`config.mk`:
```
export PLATFORM = sky130hd
export DESIGN_NAME = cordic_uart_bridge
export DESIGN_NICKNAME = d
export VERILOG_FILES = /design/src/rtl/cordic_uart_bridge.sv
export SDC_FILE = /design/constraint.sdc
export NUM_CORES = 1
export LEC_CHECK = 0
export CAP_MARGIN = 20
export CORE_ASPECT_RATIO = 1.25
export CORE_MARGIN = 5
export CORE_UTILIZATION = 55
export CTS_CLUSTER_DIAMETER = 80
export CTS_CLUSTER_SIZE = 30
export DETAILED_ROUTE_END_ITERATION = 8
export PLACE_DENSITY = 0.77
export SLEW_MARGIN = 10
export SYNTH_ARGS = -nofsm -noshare
export SYNTH_HDL_FRONTEND = slang
export SYNTH_SLANG_ARGS = --single-unit
```
`constraint.sdc`:
```
create_clock -name i_clk -period 16.8 [get_ports i_clk]
set_input_delay 2.52 -clock i_clk [delete_from_list [all_inputs] [get_ports i_clk]]
set_output_delay 2.52 -clock i_clk [all_outputs]
set_load 0.02 [all_outputs]
```
`src/rtl/cordic_uart_bridge.sv`:
```
// Framing bridge: UART RX bytes -> CORDIC operand issue, CORDIC results -> FIFO -> UART TX frames.
// RX side parses A0/A1 command frames with timeout resync and credit gating; TX side serialises results.
module cordic_uart_bridge #(
   parameter int unsigned DATA_WIDTH   = 18,
   parameter int unsigned FIFO_DEPTH   = 4,
   parameter int unsigned TIMEOUT_CLKS = 17400,
   parameter logic [DATA_WIDTH-1:0] X_INIT = DATA_WIDTH'(18'h026de)
) (
   input  logic                          i_clk,
   input  logic                          i_rst,
   input  logic                          i_rx_valid,
   input  logic [7:0]                    i_rx_byte,
   output logic [DATA_WIDTH-1:0]         o_cordic_x,
   output logic [DATA_WIDTH-1:0]         o_cordic_y,
   output logic [DATA_WIDTH-1:0]         o_cordic_alpha,
   output logic                          o_cordic_valid,
   input  logic [DATA_WIDTH-1:0]         i_cordic_cos,
   input  logic [DATA_WIDTH-1:0]         i_cordic_sin,
   input  logic                          i_cordic_valid,
   output logic [7:0]                    o_tx_byte,
   output logic                          o_tx_dv,
   input  logic                          i_tx_done,
   output logic                          o_busy,
   output logic                          o_frame_err,
   output logic                          o_overflow,
   output logic [$clog2(FIFO_DEPTH):0]   o_fifo_level
);

   localparam int unsigned NB     = (DATA_WIDTH + 7) / 8;
   localparam int unsigned NB_OUT = (2 * DATA_WIDTH + 7) / 8;
   localparam int unsigned AW     = $clog2(FIFO_DEPTH);
   localparam int unsigned LW     = AW + 1;
   localparam int unsigned TW     = $clog2(TIMEOUT_CLKS + 1);
   localparam int unsigned RIW    = $clog2(NB + 1);
   localparam int unsigned TIW    = $clog2(NB_OUT + 1);
   localparam int unsigned RW     = 2 * DATA_WIDTH;

   typedef enum logic [1:0] {R_IDLE, R_X, R_A, R_ISSUE} rx_state_t;
   typedef enum logic [1:0] {T_IDLE, T_SEND, T_WAIT} tx_state_t;

   rx_state_t               rx_state, rx_next;
   tx_state_t               tx_state, tx_next;

   logic                    pend_v;
   logic [7:0]              pend_b;
   logic                    byte_v;
   logic [7:0]              in_b;
   logic [RIW-1:0]          rx_idx;
   logic [NB*8-1:0]         asm_r, asm_nxt;
   logic [DATA_WIDTH-1:0]   x_reg, a_reg;
   logic [TW-1:0]           to_cnt;
   logic [LW-1:0]           outstanding;
   logic                    last_b, timeout, credit_ok;
   logic                    frame_err_c, issue_c, drop_c, x_init_c, ld_x_c, ld_a_c, shift_c;

   logic [RW-1:0]           mem [FIFO_DEPTH];
   logic [AW-1:0]           wr_ptr, rd_ptr;
   logic                    fifo_full;

   logic [NB_OUT*8-1:0]     tx_sr;
   logic [TIW-1:0]          tx_idx;
   logic                    pop_c, ld_sr_c, shift_sr_c, dv_c;
   logic [7:0]              byte_nxt;

   // A byte caught during R_ISSUE is parked and consumed as the next header.
   assign byte_v    = pend_v | i_rx_valid;
   assign in_b      = pend_v ? pend_b : i_rx_byte;
   assign asm_nxt   = (NB*8)'({in_b, asm_r} >> 8);
   assign last_b    = (rx_idx == RIW'(NB - 1));
   assign timeout   = (to_cnt == TW'(TIMEOUT_CLKS));
   assign credit_ok = (({1'b0, outstanding} + {1'b0, o_fifo_level}) < (LW+1)'(FIFO_DEPTH));
   assign fifo_full = (o_fifo_level == LW'(FIFO_DEPTH));

   always_ff @(posedge i_clk or posedge i_rst) begin
      if (i_rst) begin
         rx_state <= R_IDLE;
         tx_state <= T_IDLE;
      end else begin
         rx_state <= rx_next;
         tx_state <= tx_next;
      end
   end

   // RX frame parser
   always_comb begin
      rx_next     = rx_state;
      frame_err_c = 1'b0;
      issue_c     = 1'b0;
      drop_c      = 1'b0;
      x_init_c    = 1'b0;
      ld_x_c      = 1'b0;
      ld_a_c      = 1'b0;
      shift_c     = 1'b0;
      case (rx_state)
         R_IDLE: begin
            if (byte_v) begin
               if (in_b == 8'hA0) begin
                  rx_next  = R_A;
                  x_init_c = 1'b1;
               end else if (in_b == 8'hA1) begin
                  rx_next = R_X;
               end else begin
                  frame_err_c = 1'b1;
               end
            end
         end
         R_X: begin
            if (byte_v) begin
               shift_c = 1'b1;
               if (last_b) begin
                  ld_x_c  = 1'b1;
                  rx_next = R_A;
               end
            end else if (timeout) begin
               rx_next     = R_IDLE;
               frame_err_c = 1'b1;
            end
         end
         R_A: begin
            if (byte_v) begin
               shift_c = 1'b1;
               if (last_b) begin
                  ld_a_c  = 1'b1;
                  rx_next = R_ISSUE;
               end
            end else if (timeout) begin
               rx_next     = R_IDLE;
               frame_err_c = 1'b1;
            end
         end
         R_ISSUE: begin
            rx_next = R_IDLE;
            if (credit_ok) issue_c = 1'b1;
            else           drop_c  = 1'b1;
         end
         default: rx_next = R_IDLE;
      endcase
   end

   // TX serialiser: header, then result bytes LSB-first, each paced by i_tx_done
   always_comb begin
      tx_next    = tx_state;
      pop_c      = 1'b0;
      ld_sr_c    = 1'b0;
      shift_sr_c = 1'b0;
      dv_c       = 1'b0;
      byte_nxt   = o_tx_byte;
      case (tx_state)
         T_IDLE: begin
            if (o_fifo_level != '0) begin
               pop_c    = 1'b1;
               ld_sr_c  = 1'b1;
               dv_c     = 1'b1;
               byte_nxt = 8'h55;
               tx_next  = T_SEND;
            end
         end
         T_SEND: tx_next = T_WAIT;
         T_WAIT: begin
            if (i_tx_done) begin
               if (tx_idx == TIW'(NB_OUT)) begin
                  tx_next = T_IDLE;
               end else begin
                  tx_next    = T_SEND;
                  dv_c       = 1'b1;
                  byte_nxt   = tx_sr[7:0];
                  shift_sr_c = 1'b1;
               end
            end
         end
         default: tx_next = T_IDLE;
      endcase
   end

   always_ff @(posedge i_clk or posedge i_rst) begin
      if (i_rst) begin
         pend_v         <= 1'b0;
         pend_b         <= 8'h00;
         rx_idx         <= '0;
         asm_r          <= '0;
         x_reg          <= '0;
         a_reg          <= '0;
         to_cnt         <= '0;
         outstanding    <= '0;
         o_cordic_x     <= '0;
         o_cordic_y     <= '0;
         o_cordic_alpha <= '0;
         o_cordic_valid <= 1'b0;
         o_frame_err    <= 1'b0;
         o_overflow     <= 1'b0;
         o_busy         <= 1'b0;
      end else begin
         if (rx_state == R_ISSUE) begin
            if (i_rx_valid) begin
               pend_v <= 1'b1;
               pend_b <= i_rx_byte;
            end
         end else begin
            pend_v <= pend_v & i_rx_valid;
            if (i_rx_valid) pend_b <= i_rx_byte;
         end

         if (rx_state == R_IDLE || byte_v) to_cnt <= '0;
         else if (!timeout)                to_cnt <= to_cnt + TW'(1);

         if (rx_state == R_IDLE) rx_idx <= '0;
         else if (shift_c)       rx_idx <= last_b ? '0 : rx_idx + RIW'(1);

         if (shift_c)  asm_r <= asm_nxt;
         if (x_init_c) x_reg <= X_INIT;
         if (ld_x_c)   x_reg <= asm_nxt[DATA_WIDTH-1:0];
         if (ld_a_c)   a_reg <= asm_nxt[DATA_WIDTH-1:0];

         o_cordic_valid <= issue_c;
         o_cordic_y     <= '0;
         if (issue_c) begin
            o_cordic_x     <= x_reg;
            o_cordic_alpha <= a_reg;
         end

         case ({issue_c, i_cordic_valid})
            2'b10:   outstanding <= outstanding + LW'(1);
            2'b01:   outstanding <= outstanding - LW'(1);
            default: outstanding <= outstanding;
         endcase

         o_frame_err <= frame_err_c;
         if (drop_c) o_overflow <= 1'b1;
         o_busy <= (rx_next != R_IDLE) | (tx_next != T_IDLE);
      end
   end

   // Result FIFO and TX datapath
   always_ff @(posedge i_clk) begin
      if (i_cordic_valid) mem[wr_ptr] <= {i_cordic_cos, i_cordic_sin};
   end

   always_ff @(posedge i_clk or posedge i_rst) begin
      if (i_rst) begin
         wr_ptr       <= '0;
         rd_ptr       <= '0;
         o_fifo_level <= '0;
         tx_sr        <= '0;
         tx_idx       <= '0;
         o_tx_dv      <= 1'b0;
         o_tx_byte    <= 8'h00;
      end else begin
         if (i_cordic_valid) wr_ptr <= wr_ptr + AW'(1);
         if (pop_c)          rd_ptr <= rd_ptr + AW'(1);
         case ({i_cordic_valid, pop_c})
            2'b10:   o_fifo_level <= o_fifo_level + LW'(1);
            2'b01:   o_fifo_level <= o_fifo_level - LW'(1);
            default: o_fifo_level <= o_fifo_level;
         endcase

         if (ld_sr_c) begin
            tx_sr  <= (NB_OUT*8)'(mem[rd_ptr]);
            tx_idx <= '0;
         end else if (shift_sr_c) begin
            tx_sr  <= tx_sr >> 8;
            tx_idx <= tx_idx + TIW'(1);
         end

         o_tx_dv   <= dv_c;
         o_tx_byte <= byte_nxt;
      end
   end

   a_no_push_when_full: assert property (@(posedge i_clk) disable iff (i_rst)
      !(i_cordic_valid && fifo_full));

endmodule

```
==> results of run 1 <==
final timing paths:
kind	startpoint	end
min in group asynchronous	i_rst	o_tx_dv
max	i_rx_valid	a_reg[13]
max reg2reg	o_fifo_level[2]	outstanding[2]
min reg2reg	tx_sr[17]	tx_sr[9]
max in group asynchronous	i_rst	tx_sr[18]
min	tx_sr[17]	tx_sr[9]
cells in the mapped netlist, types with 2 or more instances:
library cell | number | area [sq um]
nand4_1 | 2 | 12.5
mux4_2 | 36 | 811
fa_1 | 2 | 40.0
ha_1 | 16 | 200
o22a_1 | 10 | 87.6
nand2b_1 | 3 | 18.8
xnor2_1 | 9 | 78.8
nor2b_1 | 2 | 12.5
and3_1 | 4 | 25.0
nand2_1 | 84 | 315
buf_2 | 15 | 75.1
edfxtp_1 | 144 | 4320
o211ai_1 | 2 | 15.0
o21ai_0 | 29 | 145
nand3_1 | 12 | 60.1
nor3_1 | 10 | 50.1
or3_1 | 4 | 25.0
buf_4 | 19 | 143
a21oi_1 | 10 | 50.1
o2bb2ai_1 | 2 | 17.5
inv_1 | 17 | 63.8
and2_1 | 6 | 37.5
a22o_1 | 15 | 131
mux2_2 | 70 | 788
o22ai_1 | 2 | 12.5
nor2_1 | 27 | 101
clkbuf_1 | 22 | 82.6
nor2_2 | 2 | 12.5
a22oi_1 | 17 | 128
dfrtp_1 | 180 | 4500
mux2i_1 | 20 | 200
xor2_1 | 10 | 87.6
cell type report:
class                   instances  area (sq um)  share of cell area, %
clock buffers                  20           394                   2.72
clock inverters                 2          25.0                  0.172
inverters                      17          68.8                  0.474
multi-input cells             444          3730                   25.7
flip-flops and latches        324          8830                   60.8
well taps                     288           360                   2.48
repair buffers                111          1100                   7.60
per-stage QoR:
step | setup WS, ns | utilization [%] | power [W] | hold WS (ns) | cells
floorplan | 9.39 | - | 0.00155 | 0.438 | 842
global placement | 11.86 | 61.1 | 0.00173 | 0.443 | 1183
global route | 12.16 | 63.0 | 0.00225 | 0.500 | 1206
finish | 12.27 | 63.0 | 0.00213 | 0.480 | 1206
detailed placement | 11.78 | 61.1 | 0.00175 | 0.454 | 1183
CTS | 12.29 | 62.9 | 0.00215 | 0.481 | 1205
worst max-delay path, stage by stage:
cell	delay [ns]
clkdlybuf4s50_1	0.77
nor2_1	0.17
nor3b_2	0.37
nand2_1	0.59
mux2_2	0.48
where the power goes:
part	internal (W)	total, W	switching (W)	leakage [nW]
sequential	0.00101	0.00112	0.000109	3.67
combinational	0.000272	0.000603	0.000331	1.97
clock	0.000175	0.000404	0.000229	0.204
total	0.00146	0.00213	0.000669	5.85
cells in the final DEF (no fill, tap or decap), types with 17 or more instances in the layout:
| cell type | netlist | final |
|---|---|---|
| dfrtp_1 | 180 | 179 |
| edfxtp_1 | 144 | 144 |
| clkdlybuf4s50_1 | 0 | 100 |
| nand2_1 | 84 | 84 |
| mux2_2 | 70 | 70 |
| mux4_2 | 36 | 36 |
| o21ai_0 | 29 | 29 |
| nor2_1 | 27 | 27 |
| mux2i_1 | 20 | 20 |
| conb_1 | 1 | 18 |
| a22oi_1 | 17 | 17 |
logic make-up after synthesis:
logic type	after synthesis	share of synthesized area [%]
xor gates and xnor gates	19	1.29
adders and majority gates	19	1.95
buffers and inverters	74	2.86
and+or+nand+nor	170	6.29
DFF	324	68.7
muxes	126	14.0
AOI/OAI and AO/OA	92	4.91
other	1	0.0292
metal layers:
| metal | vias to the layer above | global-route usage, % |
|---|---|---|
| met5 | - | 0 |
| met4 | 0 | 3.05 |
| met3 | 25 | 1.93 |
| met2 | 167 | 31.9 |
| met1 | 3527 | 23.8 |
| li1 | 3148 | - |
==> reports/results.tsv, run 1 <==
stage	metric	value	unit
sta	hold_viol_final	0	
sta	post-route-period-util	26.9	%
global_route	track_usage	17.7	%
cells_and_area	reg_top3	mem: 144 flops, tx_sr: 36 flops	
worst_setup_path	path_class	input pin to register	
pwr	power.leakage	5.85	nW
detailed_routing	ant_nets	0	
floorplan	die_h	181	um
synth	synth_seq_cells	324	
sta	rsz0062_at_grt	no	
floorplan	ios	119	
floorplan	die-area	26600	sq um
worst_setup_path	crit_arrival	4.91	ns
detailed_routing	routed-wl-met3	1.15	mm
worst_setup_path	cp-start-kind	input pin	
cells_and_area	num-fill-cells	1696	
worst_setup_path	worstRegToRegCells	8	
sta	relSlewSlack	37.7	%
sta	post-route-min-period	4.53	ns
detailed_routing	top_layer_used	met4	
cells_and_area	top_register	mem	
clock_network	cts.sinks	324	
pwr	p_per_area	147	nW/um^2
place	dp_hpwl	15.2	mm
place	portBuffers	100	
global_route	overflow	0	
synth	ys_warn_count	0	
place	dpl_cell_area	14100	sq um
sta	final-setup-viol-count	0	
synth	syn_area_per_cell	15.6	sq um
worst_setup_path	r2r_slack	13.53	ns
detailed_routing	dr.pass1.iters	4	
detailed_routing	viasPerCell	5.69	
floorplan	rows	62	
place	place_congestion	0.790	
worst_hold_path	min_path_type	register to register	
floorplan	start_util	55.8	%
floorplan	die_w	147	um
global_route	antenna_found_initial	0	
sta	drv_slew	0	
global_route	grt_max_degree	119	
detailed_routing	postRouteWirelength	23.5	mm
synth	syn-cell-area	12900	sq um
clock_network	insertion_delay	0.50	ns
clock_network	numCtsBuffers	14	
global_route	grt_pass1_vias	6948	
sta	fin_tns_setup	0	ns
pwr	ir_drop	0.0962	mV
detailed_routing	drc	0	
worst_setup_path	cp_data_required_time	17.18	ns
clock_network	postCtsResizedCells	0	
synth	ys_async_sr_fraction	55.6	%
clock_network	clk_pin_slew	0.11	ns
cells_and_area	finalInstanceArea	14500	sq um
synth	synth_edf_count	144	
clock_network	post_cts_buffers	0	
detailed_routing	dr_wl_met2	12.5	mm
worst_setup_path	path_max_fanout	20	
synth	yosysUniqueCellTypes	54	
cells_and_area	largest_reg_flops	144	
synth	synth_seq_area_share	68.7	%
detailed_routing	drtIter0Drc	479	
cells_and_area	n_antenna_cell	0	
sta	tightestPinTransition	0.934	ns
clock_network	cts_buffer_depth	3	
worst_setup_path	endpoint_kind	register	
floorplan	coreArea	23000	sq um
clock_network	cts_tree	done	
detailed_routing	vias	6867	
clock_network	htreeDepth	1	
run	maxCapViolCount	0	
cells_and_area	layout-drive-gt1-share	16.2	%
global_route	grt_first_pass_wirelength	38.3	mm
clock_network	cts-hold-fix-buffers	0	
status	outcome	completed	
cells_and_area	fin_nets	979	
sta	fin_skew	0.0178	ns
synth	synth-main-ff-cell	dfrtp_1	
clock_network	cts_root_buffer	clkbuf_16	
detailed_routing	wl_met1	9.60	mm
sta	max_freq	0.221	GHz
cells_and_area	syn_to_final_growth	12.9	%
synth	synth_cells	825	
detailed_routing	routedWlPerCell	19.5	um
worst_hold_path	holdPathStages	2	
(Power assumes the default switching activity.)
==> inputs of run 2 (changes only) <==
--- a/config.mk
+++ b/config.mk
@@ -8,11 +8,11 @@
 export CAP_MARGIN = 20
 export CORE_ASPECT_RATIO = 1.25
 export CORE_MARGIN = 5
-export CORE_UTILIZATION = 55
+export CORE_UTILIZATION = 52
 export CTS_CLUSTER_DIAMETER = 80
 export CTS_CLUSTER_SIZE = 30
 export DETAILED_ROUTE_END_ITERATION = 8
-export PLACE_DENSITY = 0.77
+export PLACE_DENSITY = 0.76
 export SLEW_MARGIN = 10
 export SYNTH_ARGS = -nofsm -noshare
 export SYNTH_HDL_FRONTEND = slang
==> constraint.sdc (replaced) <==
create_clock -name i_clk -period 3.82 [get_ports i_clk]
set_input_delay 0.573 -clock i_clk [delete_from_list [all_inputs] [get_ports i_clk]]
set_output_delay 0.573 -clock i_clk [all_outputs]
set_load 0.02 [all_outputs]
==> run 2 against run 1 <==
Count of clock-buffer cells in the layout grew 2. Die area up 5.4%. First-iteration DRC count decreased by 17%. Combinational power increased to 4.4 times the previous value. Cell count grew 3.9%. Worst setup slack worse by 11 ns. Clock power increased to 4.4 times the previous value. Hold slack got worse by 0.0041 ns. Critical path type unchanged. Critical endpoint is now a_reg[15]. Highest routed layer unchanged.
==> reports/results.tsv, run 2 (synthesis results as in run 1) <==
stage	metric	value	unit	change
clock_network	htreeDepth	1		unchanged
clock_network	post_cts_buffers	0		unchanged
global_route	grt_pass1_vias	6835		-1.6%
sta	final-setup-viol-count	0		unchanged
cells_and_area	reg_top3	mem: 144 flops, tx_sr: 36 flops		
worst_setup_path	cp_cell_sequence	clkdlybuf4s50_1, nor2_1, nor3b_2, nand2_1, mux2_2		
worst_setup_path	endpoint_kind	register		
worst_hold_path	min_path_type	register to register		
worst_setup_path	path_max_fanout	20		unchanged
global_route	track_usage	16.9	%	-0.80 points
pwr	p_per_area	642	nW/um^2	+340%
global_route	grt_max_degree	114		-4.2%
sta	post-route-period-util	66.7	%	
floorplan	die_h	186	um	+2.7%
cells_and_area	fin_nets	983		+0.41%
sta	post-route-min-period	2.55	ns	
detailed_routing	dr.pass1.iters	4		unchanged
detailed_routing	routedWlPerCell	18.7	um	-4.4%
sta	drv_slew	0		unchanged
worst_setup_path	cp_slowest_stage_delay	0.80	ns	+0.03 ns
sta	fin_tns_setup	0	ns	unchanged
floorplan	rows	64		+3.2%
place	portBuffers	100		unchanged
global_route	grt_first_pass_wirelength	37.5	mm	-1.9%
cells_and_area	n_antenna_cell	0		unchanged
detailed_routing	ant_nets	0		unchanged
worst_setup_path	cp_data_required_time	4.20	ns	-12.98 ns
place	place_congestion	0.784		-0.81%
worst_setup_path	slowest_stage	clkdlybuf4s50_1		
detailed_routing	drc	0		unchanged
worst_setup_path	crit_buf_inv	1		unchanged
floorplan	ios	119		unchanged
detailed_routing	vias	6807		-0.87%
sta	fin_skew	0.0118	ns	-0.00601 ns
floorplan	coreArea	24400	sq um	+6.0%
cells_and_area	layout-drive-gt1-share	16.5	%	+0.24 points
cells_and_area	final_common_cell	dfrtp_1		
cells_and_area	largest_reg_flops	144		unchanged
detailed_routing	postRouteWirelength	23.4	mm	-0.64%
cells_and_area	syn_to_final_growth	13.6	%	
place	dp_hpwl	15.4	mm	+1.5%
worst_setup_path	crit_arrival	2.93	ns	-1.98 ns
clock_network	postCtsResizedCells	0		unchanged
global_route	antenna_found_initial	0		unchanged
cells_and_area	top_register	mem		
worst_setup_path	path_class	input pin to register		
status	outcome	completed		
worst_setup_path	cp-start-kind	input pin		
worst_setup_path	path_delay_family	simple AND/OR/NAND/NOR gates		
clock_network	numCtsBuffers	14		unchanged
clock_network	cts_tree	done		
clock_network	cts_buffer_depth	3		unchanged
detailed_routing	drtIter0Drc	399		-17%
floorplan	die_w	151	um	+2.7%
sta	tightestPinTransition	0.799	ns	-0.134 ns
sta	rsz0062_at_grt	no		
sta	hold_viol_final	0		unchanged
sta	relSlewSlack	46.6	%	+8.9 points
cells_and_area	finalInstanceArea	14600	sq um	+0.65%
sta	max_freq	0.392	GHz	
clock_network	cts_root_buffer	clkbuf_16		
run	maxCapViolCount	0		unchanged
clock_network	cts.sinks	324		unchanged
floorplan	die-area	28000	sq um	+5.4%
place	dpl_cell_area	14200	sq um	+0.81%
clock_network	cts-hold-fix-buffers	0		unchanged
global_route	overflow	0		unchanged
clock_network	insertion_delay	0.49	ns	about the same
floorplan	start_util	52.6	%	-3.2 points
pwr	power.leakage	5.87	nW	+0.36%
cells_and_area	mostFrequentLayoutCells	dfrtp_1, edfxtp_1, clkdlybuf4s50_1		
pwr	ir_drop	0.518	mV	+440%
clock_network	clk_pin_slew	0.11	ns	about the same
detailed_routing	viasPerCell	5.43		-4.6%
==> run 2: cell count changes in the layout (fill, tap and decap cells not counted), sizes merged <==
cell / delta
buf: +4
clkbuf: +2
bufinv: -1
==> run 2: power breakdown <==
group | internal (W) | switching [W]
sequential | 0.00446 | 0.000519
combinational | 0.00121 | 0.00143
clock | 0.000778 | 0.000988
==> run 2: final cells by class <==
| type | count | area (sq um) |
|---|---|---|
| fill | 1866 | 9810 |
| sequential | 324 | 8830 |
| multi-input combinational | 444 | 3730 |
| timing repair buffer | 115 | 1140 |
| clock buffer | 22 | 423 |
| tap | 330 | 413 |
| inverter | 17 | 67.6 |
| clock inverter | 1 | 3.75 |
==> run 2: path summary, 6_finish.rpt <==
path	start	end	slack, ns	depth (start not counted)
min in group asynchronous	i_rst	o_cordic_x[2]	0.56	3
worst min-delay path	tx_sr[34]	tx_sr[26]	0.48	2
worst max-delay path	i_rx_valid	a_reg[15]	1.27	5
worst max register to register	pend_v	a_reg[15]	1.37	4
worst min register to register	tx_sr[34]	tx_sr[26]	0.48	2
max in group asynchronous	i_rst	tx_sr[28]	2.74	3
==> run 2: routing by layer <==
layer  part of all wire [%]  global-route usage, %  routed length (um)  vias to the layer above
met1                     42                   22.6                9710                     3456
met3                    4.8                   2.17                1110                       22
li1                       -                      -                   -                     3159
met5                      0                      0                   0                        -
met4                    1.6                   3.37                 381                        0
met2                     52                   30.3               12200                      170
==> run 2: worst reg2reg max path: stages, from the launching register on <==
cell and delay, ns:
dfrtp_1 0.78, nor2_1 0.17, nor3b_2 0.36, nand2_1 0.56, mux2_2 0.48
==> run 2: per-stage QoR <==
stage | hold slack [ns] | cells | setup slack, ns | utilization [%] | total power, W
final | 0.476 | 1253 | 1.27 | 59.8 | 0.00938
after global routing | 0.507 | 1253 | 1.13 | 59.8 | 0.00996
after CTS | 0.476 | 1253 | 1.30 | 59.8 | 0.00951
after detailed placement | 0.453 | 1230 | 0.785 | 58.1 | 0.00774
after global placement | 0.451 | 1230 | 0.820 | 58.1 | 0.00764
after floorplan | 0.438 | 842 | 0.938 | - | 0.00680
